## src/rtl/conv_arbiter.sv

```systemverilog
// Two-port round-robin arbiter/sequencer in front of the serial convolution engine.
// Optional engine watchdog is built only when CONV_ARB_TIMEOUT_EN is defined.

module conv_arbiter #(
  parameter int unsigned OP_W           = 6,
  parameter int unsigned RES_W          = 4,
  parameter int unsigned TIMEOUT_CYCLES = 32
) (
  input  logic             clock,
  input  logic             reset_n,
  input  logic             req0_valid,
  output logic             req0_ready,
  input  logic [OP_W-1:0]  req0_a,
  input  logic [OP_W-1:0]  req0_b,
  input  logic             req1_valid,
  output logic             req1_ready,
  input  logic [OP_W-1:0]  req1_a,
  input  logic [OP_W-1:0]  req1_b,
  output logic             eng_start,
  output logic [OP_W-1:0]  eng_a,
  output logic [OP_W-1:0]  eng_b,
  input  logic             eng_done,
  input  logic [RES_W-1:0] eng_result,
  output logic             rsp_valid,
  input  logic             rsp_ready,
  output logic             rsp_id,
  output logic [RES_W-1:0] rsp_data,
  output logic             rsp_err
);

  typedef enum logic [1:0] {StIdle, StIssue, StWait, StResp} state_e;

  state_e           state_q;
  logic             last_grant_q;
  logic             eng_start_q;
  logic [OP_W-1:0]  a_q;
  logic [OP_W-1:0]  b_q;
  logic             rsp_valid_q;
  logic             rsp_id_q;
  logic [RES_W-1:0] rsp_data_q;

  logic win_valid;
  logic win_id;
  logic expire;

  // On a tie the requester that was not granted last wins.
  always_comb begin
    win_valid = req0_valid | req1_valid;
    win_id    = 1'b0;
    if (req0_valid && req1_valid) begin
      win_id = ~last_grant_q;
    end else if (req1_valid) begin
      win_id = 1'b1;
    end
  end

  assign req0_ready = (state_q == StIdle) && win_valid && !win_id;
  assign req1_ready = (state_q == StIdle) && win_valid && win_id;

`ifdef CONV_ARB_TIMEOUT_EN
  localparam int unsigned CntW = $clog2(TIMEOUT_CYCLES + 1);

  logic [CntW-1:0] wdog_q;
  logic            rsp_err_q;

  assign expire = (state_q == StWait) && (wdog_q == CntW'(TIMEOUT_CYCLES - 1));

  always_ff @(posedge clock or negedge reset_n) begin
    if (!reset_n) begin
      wdog_q    <= '0;
      rsp_err_q <= 1'b0;
    end else begin
      if (state_q == StIssue) begin
        wdog_q <= '0;
      end else if (state_q == StWait) begin
        wdog_q <= wdog_q + CntW'(1);
      end
      // A done pulse coinciding with expiry takes priority over the error.
      if (state_q == StWait) begin
        if (eng_done) begin
          rsp_err_q <= 1'b0;
        end else if (expire) begin
          rsp_err_q <= 1'b1;
        end
      end
    end
  end

  assign rsp_err = rsp_err_q;
`else
  assign expire  = 1'b0;
  assign rsp_err = 1'b0;
`endif

  always_ff @(posedge clock or negedge reset_n) begin
    if (!reset_n) begin
      state_q      <= StIdle;
      last_grant_q <= 1'b1;
      eng_start_q  <= 1'b0;
      a_q          <= '0;
      b_q          <= '0;
      rsp_valid_q  <= 1'b0;
      rsp_id_q     <= 1'b0;
      rsp_data_q   <= '0;
    end else begin
      eng_start_q <= 1'b0;
      unique case (state_q)
        StIdle: begin
          if (win_valid) begin
            a_q          <= win_id ? req1_a : req0_a;
            b_q          <= win_id ? req1_b : req0_b;
            rsp_id_q     <= win_id;
            last_grant_q <= win_id;
            eng_start_q  <= 1'b1;
            state_q      <= StIssue;
          end
        end
        StIssue: begin
          state_q <= StWait;
        end
        StWait: begin
          if (eng_done) begin
            rsp_data_q  <= eng_result;
            rsp_valid_q <= 1'b1;
            state_q     <= StResp;
          end else if (expire) begin
            rsp_data_q  <= '0;
            rsp_valid_q <= 1'b1;
            state_q     <= StResp;
          end
        end
        StResp: begin
          if (rsp_ready) begin
            rsp_valid_q <= 1'b0;
            state_q     <= StIdle;
          end
        end
        default: begin
          state_q <= StIdle;
        end
      endcase
    end
  end

  assign eng_start = eng_start_q;
  assign eng_a     = a_q;
  assign eng_b     = b_q;
  assign rsp_valid = rsp_valid_q;
  assign rsp_id    = rsp_id_q;
  assign rsp_data  = rsp_data_q;

endmodule

```

## config.mk

```make
export PLATFORM = sky130hd
export DESIGN_NAME = conv_arbiter
export DESIGN_NICKNAME = d
export VERILOG_FILES = /design/src/rtl/conv_arbiter.sv
export SDC_FILE = /design/constraint.sdc
export NUM_CORES = 1
export LEC_CHECK = 0
export ABC_AREA = 1
export BUFFER_PORTS_ARGS = -buffer_cell sky130_fd_sc_hd__buf_2
export CAP_MARGIN = 30
export CORE_MARGIN = 2
export CORE_UTILIZATION = 40
export DETAILED_ROUTE_END_ITERATION = 10
export PLACE_DENSITY = 0.74
export SYNTH_ARGS = -nofsm -noshare
export SYNTH_HDL_FRONTEND = slang
export SYNTH_SLANG_ARGS = --single-unit
```

## constraint.sdc

```tcl
create_clock -name clock -period 1.34 [get_ports clock]
set_input_delay 0.268 -clock clock [delete_from_list [all_inputs] [get_ports clock]]
set_output_delay 0.268 -clock clock [all_outputs]
set_load 0.01 [all_outputs]
```

**Yosys cells after proc, flatten, opt, wreduce, memory -nomap -nowiden**

Cells that the tools add are included.

- Bits in registers: 22
- Latch bits: 0
- Bits in writable memories: 0
- Bits in read-only memories: 0
- Bits of input ports: 34
- Output and inout port bits: 22
- Word-level logic and storage cells: 40
- Memories kept: 0

- Add/subtract/negate cells: 0
- $mul: 0
- Divide/modulo/power cells: 0
- $lt $le $gt $ge: 0
- Equality and inequality tests: 6
- Shift operators: 0
- Multiplexer cells: 13
- Bitwise gates (word level): 2
- Reduce and logical (&&, ||, !) cells: 11

Operator list:

| cell | count |
|---|---|
| $mux W6 | 2 |
| $pmux W2 S4 | 1 |
| $mux W1 | 6 |
| $mux W2 | 3 |
| $ne A2 B2 Y1 const B | 3 |
| $reduce_and A3 Y1 | 2 |
| $eq A2 B2 Y1 const B | 2 |
| $logic_and A1 B1 Y1 | 4 |
| $reduce_and A2 Y1 | 2 |
| $eq A2 B1 Y1 const B | 1 |
| $logic_not A2 Y1 | 1 |
| $pmux W1 S2 | 1 |
| $reduce_bool A2 Y1 | 1 |
| $logic_not A1 Y1 | 1 |
| $not A1 Y1 | 1 |
| $or A1 B1 Y1 | 1 |

**Logic depth before layout (Yosys ltp)**

Gate-level depths: netlist of run 1.

- Depth in word-level cells: 4
- Gate-level depth with buffers: 7
- Mapped depth without buffers: 7

**Worst setup path after synthesis of run 1**

Ideal clock, no wire load.

- Kind: register to output
- Start point: reg state_q[0]
- End point: out req0_ready
- Data arrival time: 1.160 ns
- Path slack: -0.088 ns
- Cell stages (with the launch flop): 6
- Cells stage by stage: dfrtp_1 > inv_1 > ha_1 > o21ai_2 > buf_4 > nor2_1

- Cells in the longest elaborated chain, start to end: 3

Ends and longest elaborated chain:

| element | RTL line | text |
|---|---|---|
| start: declaration | 33 | `state_e state_q;` |
| start signal: assignment | 97 | `state_q <= StIdle;` |
| start signal: assignment | 115 | `state_q <= StIssue;` |
| start signal: assignment | 119 | `state_q <= StWait;` |
| $logic_not A2 Y1 | 57 | `assign req0_ready = (state_q == StIdle) && win_valid && !win_id;` |
| $logic_and A1 B1 Y1 (2 in a row) | 57 |  |
| end: declaration | 12 | `output logic req0_ready,` |

No other way between the ends.

**Worst setup path in the final report of run 1**

- Start point: reg last_grant_q
- End point: out req1_ready

- Cells in the longest elaborated chain, start to end: 3

Ends and longest elaborated chain:

| element | RTL line | text |
|---|---|---|
| start: declaration | 34 | `logic last_grant_q;` |
| start signal: assignment | 113 | `last_grant_q <= win_id;` |
| $not A1 Y1 | 51 | `win_id = ~last_grant_q;` |
| $mux W1 | 50 | `if (req0_valid && req1_valid) begin` |
| $logic_and A1 B1 Y1 | 58 | `assign req1_ready = (state_q == StIdle) && win_valid && win_id;` |
| end: declaration | 16 | `output logic req1_ready,` |

No other way between the ends.

==> impl_metrics.ini, run 1 <==
[status]
status = finished, violations left
violations = negative setup slack

[logic_synthesis]
synth_cell_type_count = 18
syn_inst = 131
synth_mux_area_share_pct = 0
avgSynthCellArea_sq_um = 8.73
synthXorXnorAreaFrac_pct = 0
yosys-top-cells-area = dfrtp_1 46%, nand2_1 14%, nand3_2 7.9%
synth_top_family_by_area = simple AND/OR/NAND/NOR gates
synth_top_area_share_pct = 46.0
synth_compound_area_share_pct = 0.766
synth_top_area_cell = dfrtp_1
synth-warning-count = 0
yosysSeqAreaShare_pct = 48.2
syn_nets = 168
yosys.area_share.simple_pct = 39.5
synth_seq_cells = 22
synth_area_sq_um = 1140
synthAdderAreaFrac_pct = 3.28

[power]
p_sw_w = 0.00142
p_int_w = 0.00209
swShare_pct = 40.5
p_comb_share_pct = 52.3
totalPowerFinal_w = 0.00351
seqPwrFrac_pct = 33.1
pwr-share-clk_pct = 14.6
ir_worst_vdd_uv = 1410
powerDensity_nw_per_um2 = 2200
leakagePower_nw = 0.874

[timing]
tns_ps = -381
finalHoldViolCount = 0
finClkSkew_ps = 13.8
slew_violations = 0
clock.fmax_mhz = 652
period_share_pct = 114
setup_slack_ps = -193
fin_crit_ps = 1530
grt_setup_unrepaired = true
setup_viol = 2
holdWs_ps = 143

[worst_hold_path]
min_from = eng_result[2]
hold_path_end = rsp_data[2]
hp-class = input pin to flip-flop
hold_depth = 3

[place]
port_buffers = 54
place_congestion = 0.763
hpwlAfterDp_mm = 2.27
placed_cell_area_sq_um = 1470

[worst_setup_path]
cp-start-kind = flip-flop
r2r_slack_ps = 70
cp_max_fo = 3
r2r_cells = 7
path_class = flip-flop to output port
crit_required_ps = 1070
endpoint_kind = output port
worstReg2RegStart = last_grant_q
worstPathArrival_ps = 1270
r2r_end = eng_b[0]

[global_routing]
grt.total_usage_pct = 19.3
grt-ovfl-total = 0
grt_antenna_before_repair = 0
grt_max_degree = 23
grt_pass1_vias = 1194
grt_pass1_wl_mm = 5.07

[layout]
drive_above_1_share_pct = 49.0
finalInstanceArea_sq_um = 1590
antenna_cells = 0
final_common_cell = buf_2
layout.nets = 234
syn_to_final_growth_pct = 39.3
fin_util_pct = 58.3
layout_common_cells = 54 x buf_2, 38 x nand2_1, 21 x dfrtp_1

[floorplanning]
chipWidth_um = 57.5
fp-row-count = 19
start_util_pct = 41.8
core_area_sq_um = 2730
die_area_sq_um = 3300
pin_count = 56
die_y_um = 57.5

[drt]
vias = 1146
dr.first_iter.drc_count = 38
vias_per_cell = 5.05
drc = 0
drtAntennaViolNets = 0
detail_route.wl_per_cell_um = 13.3
finalWirelength_mm = 3.02
dr.pass1.iters = 4

[clock_tree]
cts.path.max_buffers = 2
cts-htree-levels = 1
tritoncts = yes
clkLatencyLatePin_ps = 310
cts_buffers = 3
path_clk_slew_ps = 140
clock-sinks = 22
cts_root_buf = clkbuf_4

[job]
cap_violations = 0
power groups by stage:
stage | registers, W | logic (W) | clock network (W)
2_1_floorplan | 0.00131 | 0.000965 | 0
3_3_place_gp | 0.00117 | 0.00164 | 0
3_5_place_dp | 0.00118 | 0.00172 | 0
4_1_cts | 0.00117 | 0.00184 | 0.000515
5_1_grt | 0.00121 | 0.00205 | 0.000555
6_report | 0.00116 | 0.00183 | 0.000510
state kept, by name, summed over array words and instances (netlist names):
signal	cells
rsp_valid	1
eng_a	6
state_q	2
rsp_data	4
eng_b	6
eng_start	1
last_grant_q	1
rsp_id	1
synthesized netlist by cell type, drive strengths merged:
library cell / number
ha: 3
o21ai: 1
nand3: 26
buf: 7
nand2: 43
dfrtp: 21
nand4: 14
nor2: 4
conb: 1
dfstp: 1
inv: 10
final cells by class:
type,count,area [sq um]
Multi-Input combinational cell,92,534
Sequential cell,22,552
Inverter,10,37.5
Timing Repair Buffer,68,378
Fill cell,251,1140
Clock buffer,3,22.5
Tap cell,31,38.8
Clock inverter,1,30.0
logic make-up after synthesis:
family,count (synthesis)
simple gates,87
other cells,1
compound gates,1
buf+inv,17
fa+ha+maj,3
flops,22
per-stage QoR:
step,setup slack (ps),instances
2_1_floorplan,25.8,131
3_3_place_gp,75.4,216
3_5_place_dp,20.0,216
4_1_cts,-177,225
5_1_grt,-280,227
6_report,-193,227
critical path, stage by stage, from the launching register on:
cell     delay (ps)
dfstp_2         560
nand2_2          70
nand2_4          70
buf_4           110
nor2_2           40
buf_2           130
how the worst max path moves through the flow:
stage	depth (start not counted)	to	slack (ps)	startpoint
6_report	5	req1_ready	-190	last_grant_q
5_1_grt	5	req0_ready	-280	last_grant_q
4_1_cts	5	req0_ready	-180	state_q[1]
3_5_place_dp	7	eng_a[0]	20	state_q[0]
3_3_place_gp	5	req1_ready	80	state_q[0]
2_1_floorplan	5	req0_ready	30	last_grant_q
metal layers:
| layer | part of all wire (%) | wire length [um] | global-route usage [%] | vias to the layer above |
|---|---|---|---|---|
| met5 | 0 | 0 | 0 | - |
| met4 | 0.13 | 4 | 1.99 | 0 |
| met3 | 8.2 | 249 | 4.54 | 2 |
| met2 | 50 | 1500 | 35.6 | 43 |
| met1 | 42 | 1270 | 23.7 | 538 |
| li1 | - | - | - | 563 |
timing repair:
item	in CTS	in global routing
gates resized for setup	6	3
pin swaps	3	2
endpoints found under the setup margin	2	9
endpoints found under the hold margin	21	0
hold buffers	1	0
setup buffers	4	3
Note: power is estimated with default switching activity, not from simulation.
==> run 2, diff against run 1 <==
ABC_AREA = unset   (was 1)
ABC_CLOCK_PERIOD_IN_PS = 1340   (was unset)
CORE_UTILIZATION = 39   (was 40)
PLACE_DENSITY = 0.75   (was 0.74)
==> impl_metrics.ini, run 2 <==
[worst_setup_path]
path_delay_family = flip-flops
worstPathArrival_ps = 1810
path_class = flip-flop to flip-flop
path_buf_inv = 2
max_stage_delay_ps = 420
crit_required_ps = 1540
cp-start-kind = flip-flop
crit_slowest_cell = dfrtp_1
critical_path.most_common_cell = buf_4
cp_max_fo = 2
crit_chain = buf_4 -> buf_4 -> ha_4 -> nor2b_4 -> a221oi_4 -> mux2_4
endpoint_kind = flip-flop

[drt]
dr.pass1.iters = 4
vias_per_cell = 4.91
detail_route.wl_per_cell_um = 13.8
drtAntennaViolNets = 0
finalWirelength_mm = 2.52
vias = 893
drc = 0
dr.first_iter.drc_count = 7

[layout]
drive_above_1_share_pct = 63.2
layout_common_cells = 52 x buf_2, 21 x dfrtp_1, 15 x buf_4
final.fill_count = 213
finalInstanceArea_sq_um = 1580
seqCellArea_sq_um = 552
multiInputGateArea_sq_um = 504
antenna_cells = 0
layout.nets = 190
final_common_cell = buf_2
syn_to_final_growth_pct = 56.3

[logic_synthesis]
synthTopCellsByCount = 21 x dfrtp_1, 12 x a221o_1, 7 x and2_0
avgSynthCellArea_sq_um = 12.6
synth_seq_cells = 22
async_flop_share_pct = 100
synth_top_area_share_pct = 52.0
yosys-top-cells-area = dfrtp_1 52%, a221o_1 12%, mux2_2 5.6%
yosysSeqAreaShare_pct = 54.6
synth_area_sq_um = 1010
synth_edf_count = 0
synth_ff_type = dfrtp_1
syn_inst = 80
synth.most_common_cell = dfrtp_1
synth-warning-count = 0
synth_top_area_cell = dfrtp_1
syn_nets = 117
synth_cell_type_count = 23

[global_routing]
grt_pass1_wl_mm = 3.86
grt_antenna_before_repair = 0
grt_pass1_vias = 845
grt_max_degree = 23
grt.total_usage_pct = 18.0
grt-ovfl-total = 0

[floorplanning]
core_area_sq_um = 2480
pin_count = 56
die_area_sq_um = 3020
fp-row-count = 18
die_y_um = 54.9
chipWidth_um = 54.9
start_util_pct = 40.8

[timing]
maxSlewHeadroom_pct = 66.6
period_share_pct = 121
grt_setup_unrepaired = true
finClkSkew_ps = 1.42
clock.fmax_mhz = 619
setup_slack_ps = -276
fin_crit_ps = 1620
setup_viol = 21
worst_pin_slew_ps = 500
slew_violations = 0
finalHoldViolCount = 0

[status]
violations = negative setup slack
status = finished, violations left

[power]
powerDensity_nw_per_um2 = 2240
ir_worst_vdd_uv = 1160
leakagePower_nw = 0.821

[clock_tree]
path_clk_slew_ps = 120
cts.path.max_buffers = 2
cts_buffers = 3
cts_root_buf = clkbuf_4
cts-htree-levels = 1
tritoncts = yes
clkLatencyLatePin_ps = 300
clock-sinks = 22

[place]
pre_cts_ws_ps = -148
placed_cell_area_sq_um = 1360
hpwlAfterDp_mm = 1.78
place_congestion = 0.637
port_buffers = 54

[worst_hold_path]
hp-class = input pin to flip-flop

[job]
cap_violations = 0
-- run 2: cell count changes after synthesis, sizes merged, moves of 5 or more --
cell	previous run	this run
nand4	14	0
nand3	26	0
nand2	43	3
mux2	0	5
a221o	0	12
and2	0	12
-- run 2: area by class of cell --
cell class / instances / share of cell area, %
Sequential cell: 22 / 34.9
Multi-Input combinational cell: 48 / 31.9
Timing Repair Buffer: 72 / 27.1
Tap cell: 30 / 2.38
Clock buffer: 4 / 2.30
Inverter: 6 / 1.43
-- run 2: worst paths after layout --
kind,startpoint,endpoint,slack (ps),cells past startpoint
setup / recovery,state_q[0],state_q[1],-280,6
hold / removal,req1_a[0],eng_a[0],190,2
setup reg to reg,state_q[0],state_q[1],-280,6
hold reg to reg,rsp_id,rsp_id,510,1
max in group asynchronous,reset_n,last_grant_q,550,2
min in group asynchronous,reset_n,eng_a[5],440,2
-- run 2: per-stage QoR --
step                      cells  util [%]  total power, W  setup TNS (ps)  hold slack, ps
after floorplan              80         -         0.00216            -178           -27.6
after global placement      168      54.9         0.00267           -1000             259
after detailed placement    168      54.9         0.00273           -1850             263
after CTS                   180      61.0         0.00335           -2490             178
after global routing        182      63.8         0.00381           -4260             165
final                       182      63.8         0.00353           -2890             188
-- run 2: worst register-to-register path: cells and delay by family (launching register included) --
family	cells	cell delay [ps]
DFF	1	420
adders and majority gates	1	160
and+or+nand+nor	1	130
muxes	1	320
AOI/OAI and AO/OA	1	210
buffers and inverters	2	280
-- run 2: power breakdown --
| group | switching (W) | internal (W) | total (W) |
|---|---|---|---|
| clock | 0.000193 | 0.000165 | 0.000359 |
| combinational | 0.000870 | 0.00114 | 0.00201 |
| sequential | 0.000165 | 0.00100 | 0.00117 |
| total | 0.00123 | 0.00230 | 0.00353 |
-- run 2: cell families after synthesis --
kind of cell               synth area share, %
DFF                                       54.6
buffers and inverters                     5.57
adders and majority gates                 3.71
muxes                                     5.57
other                                    0.371
and+or+nand+nor                           9.90
AOI/OAI and AO/OA                         20.3
-- run 2: repair_timing --
item                                   4_1_cts  5_1_grt
gates resized for setup                     13       10
endpoints found under the hold margin       21        0
setup endpoints to repair                   19       23
buffers inserted                             7        3
pin swaps                                    3        3
hold buffers                                 1        0
-- run 2: routing by layer --
metal | track usage [%] | wire length, um
met5 | 0 | 0
met1 | 24.3 | 1060
met4 | 6.10 | 13
met3 | 2.69 | 137
met2 | 29.6 | 1300
==> run 3, diff against run 2 <==
CORE_MARGIN = unset   (was 2)
SLEW_MARGIN = 0   (was unset)
==> impl_metrics.ini, run 3 (synthesis results as in run 2) <==
[status]
status = finished, violations left
violations = negative setup slack

[layout]
final.fill_count = 220
multiInputGateArea_sq_um = 485
syn_to_final_growth_pct = 52.7
layout.nets = 189
drive_above_1_share_pct = 63.6
fin_util_pct = 62.9
layout_common_cells = 53 x buf_2, 21 x dfrtp_1, 15 x buf_4
antenna_cells = 0
final_common_cell = buf_2
seqCellArea_sq_um = 552

[power]
ir_worst_vdd_uv = 1290
p_sw_w = 0.00122
powerDensity_nw_per_um2 = 2250
swShare_pct = 35.2
pwr-share-clk_pct = 10.5
p_int_w = 0.00226
leakagePower_nw = 0.813
seqPwrFrac_pct = 33.7
p_comb_share_pct = 55.8

[timing]
slew_violations = 0
worst_pin_slew_ps = 520
grt_setup_unrepaired = true
setup_viol = 16
clock.fmax_mhz = 648
period_share_pct = 115
maxSlewHeadroom_pct = 65.3
finalHoldViolCount = 0
fin_crit_ps = 1540
setup_slack_ps = -202
finClkSkew_ps = 13.9

[place]
place_congestion = 0.677
hpwlAfterDp_mm = 1.80
pre_cts_ws_ps = -151
port_buffers = 54

[floorplanning]
start_util_pct = 41.2
pin_count = 56
die_y_um = 52.9
chipWidth_um = 52.9
die_area_sq_um = 2800
fp-row-count = 18
core_area_sq_um = 2450

[drt]
vias_per_cell = 5.06
finalWirelength_mm = 2.52
dr.first_iter.drc_count = 12
drc = 0
wl_met1_mm = 1.17
wl_met3_um = 112
vias = 915
detail_route.wl_per_cell_um = 13.9
drtAntennaViolNets = 0
highest_layer = met4
dr.pass1.iters = 4
route.met2.wl_mm = 1.22

[global_routing]
grt.total_usage_pct = 19.8
grt_antenna_before_repair = 0
grt_pass1_vias = 854
grt_pass1_wl_mm = 3.87
grt_max_degree = 23
grt-ovfl-total = 0

[worst_setup_path]
cp-start-kind = flip-flop
path_class = flip-flop to output port
endpoint_kind = output port
critPathLaunch = state_q[1]
r2r_end = state_q[1]
cp_max_fo = 4
worstPathArrival_ps = 1270
crit_required_ps = 1070
r2r_cells = 5
worstReg2RegStart = state_q[1]
endpoint = req0_ready
r2r_slack_ps = -200

[clock_tree]
cts_root_buf = clkbuf_4
clkLatencyLatePin_ps = 310
cts_buffers = 3
path_clk_slew_ps = 130
cts-htree-levels = 1
cts.path.max_buffers = 2
clock-sinks = 22
tritoncts = yes

[worst_hold_path]
hp-class = input pin to flip-flop

[job]
cap_violations = 0
-- run 3: cell count changes in the layout (fill, tap and decap cells not counted) --
cell / delta
a221oi_4: -1
buf_2: +1
buf_6: -2
ha_4: -1
nand2_1: -1
a221oi_2: +1
nand2_2: +1
ha_2: +1
-- run 3: metal layers --
| layer | vias up | global-route usage (%) |
|---|---|---|
| met1 | 452 | 25.9 |
| li1 | 432 | - |
| met2 | 29 | 31.4 |
| met4 | 0 | 8.77 |
| met5 | - | 0 |
| met3 | 2 | 4.02 |
-- run 3: critical path, stage by stage, from the launching register on --
cell	delay [ps]
dfrtp_1	410
inv_2	80
ha_4	160
nand2_2	50
a21oi_2	130
buf_2	150
-- run 3: power groups by stage --
stage	registers (W)	logic [W]	clock network [W]
2_1_floorplan	0.00131	0.000850	0
3_3_place_gp	0.00118	0.00150	0
3_5_place_dp	0.00118	0.00158	0
4_1_cts	0.00117	0.00184	0.000372
5_1_grt	0.00121	0.00211	0.000406
6_report	0.00117	0.00194	0.000367
-- run 3: repair_timing --
action,CTS,global route
hold buffers,1,0
gates cloned,0,0
buffers inserted,7,0
pin swaps,2,1
setup endpoints to repair,21,21
endpoints found under the hold margin,21,0
gates resized for setup,14,6
-- run 3: through the flow --
step,hold slack [ps],total power [W],std cells,setup TNS (ps),instance area (sq um)
after floorplan,-27.6,0.00216,80,-178,1030
after global routing,161,0.00373,181,-4130,1540
final,179,0.00348,181,-2580,1540
after CTS,175,0.00338,181,-2730,1510
after detailed placement,263,0.00276,169,-2140,1370
after global placement,257,0.00268,169,-806,1370
-- run 3: layout make-up --
cell class                 count  area share (%)
multi-input combinational     48            31.4
clock buffer                   4            2.35
inverter                       6            1.46
sequential                    22            35.7
tap                           30            2.43
timing repair buffer          71            26.6
-- run 3: worst min-delay path by stage --
stage	startpoint	endpoint	slack, ps	cells after the start
final	eng_result[3]	rsp_data[3]	180	2
after CTS	eng_result[3]	rsp_data[3]	180	2
after global routing	eng_result[3]	rsp_data[3]	160	2
after detailed placement	reset_n	rsp_data[1]	260	1
after global placement	reset_n	rsp_data[1]	260	1
after floorplan	reset_n	eng_a[0]	-30	0
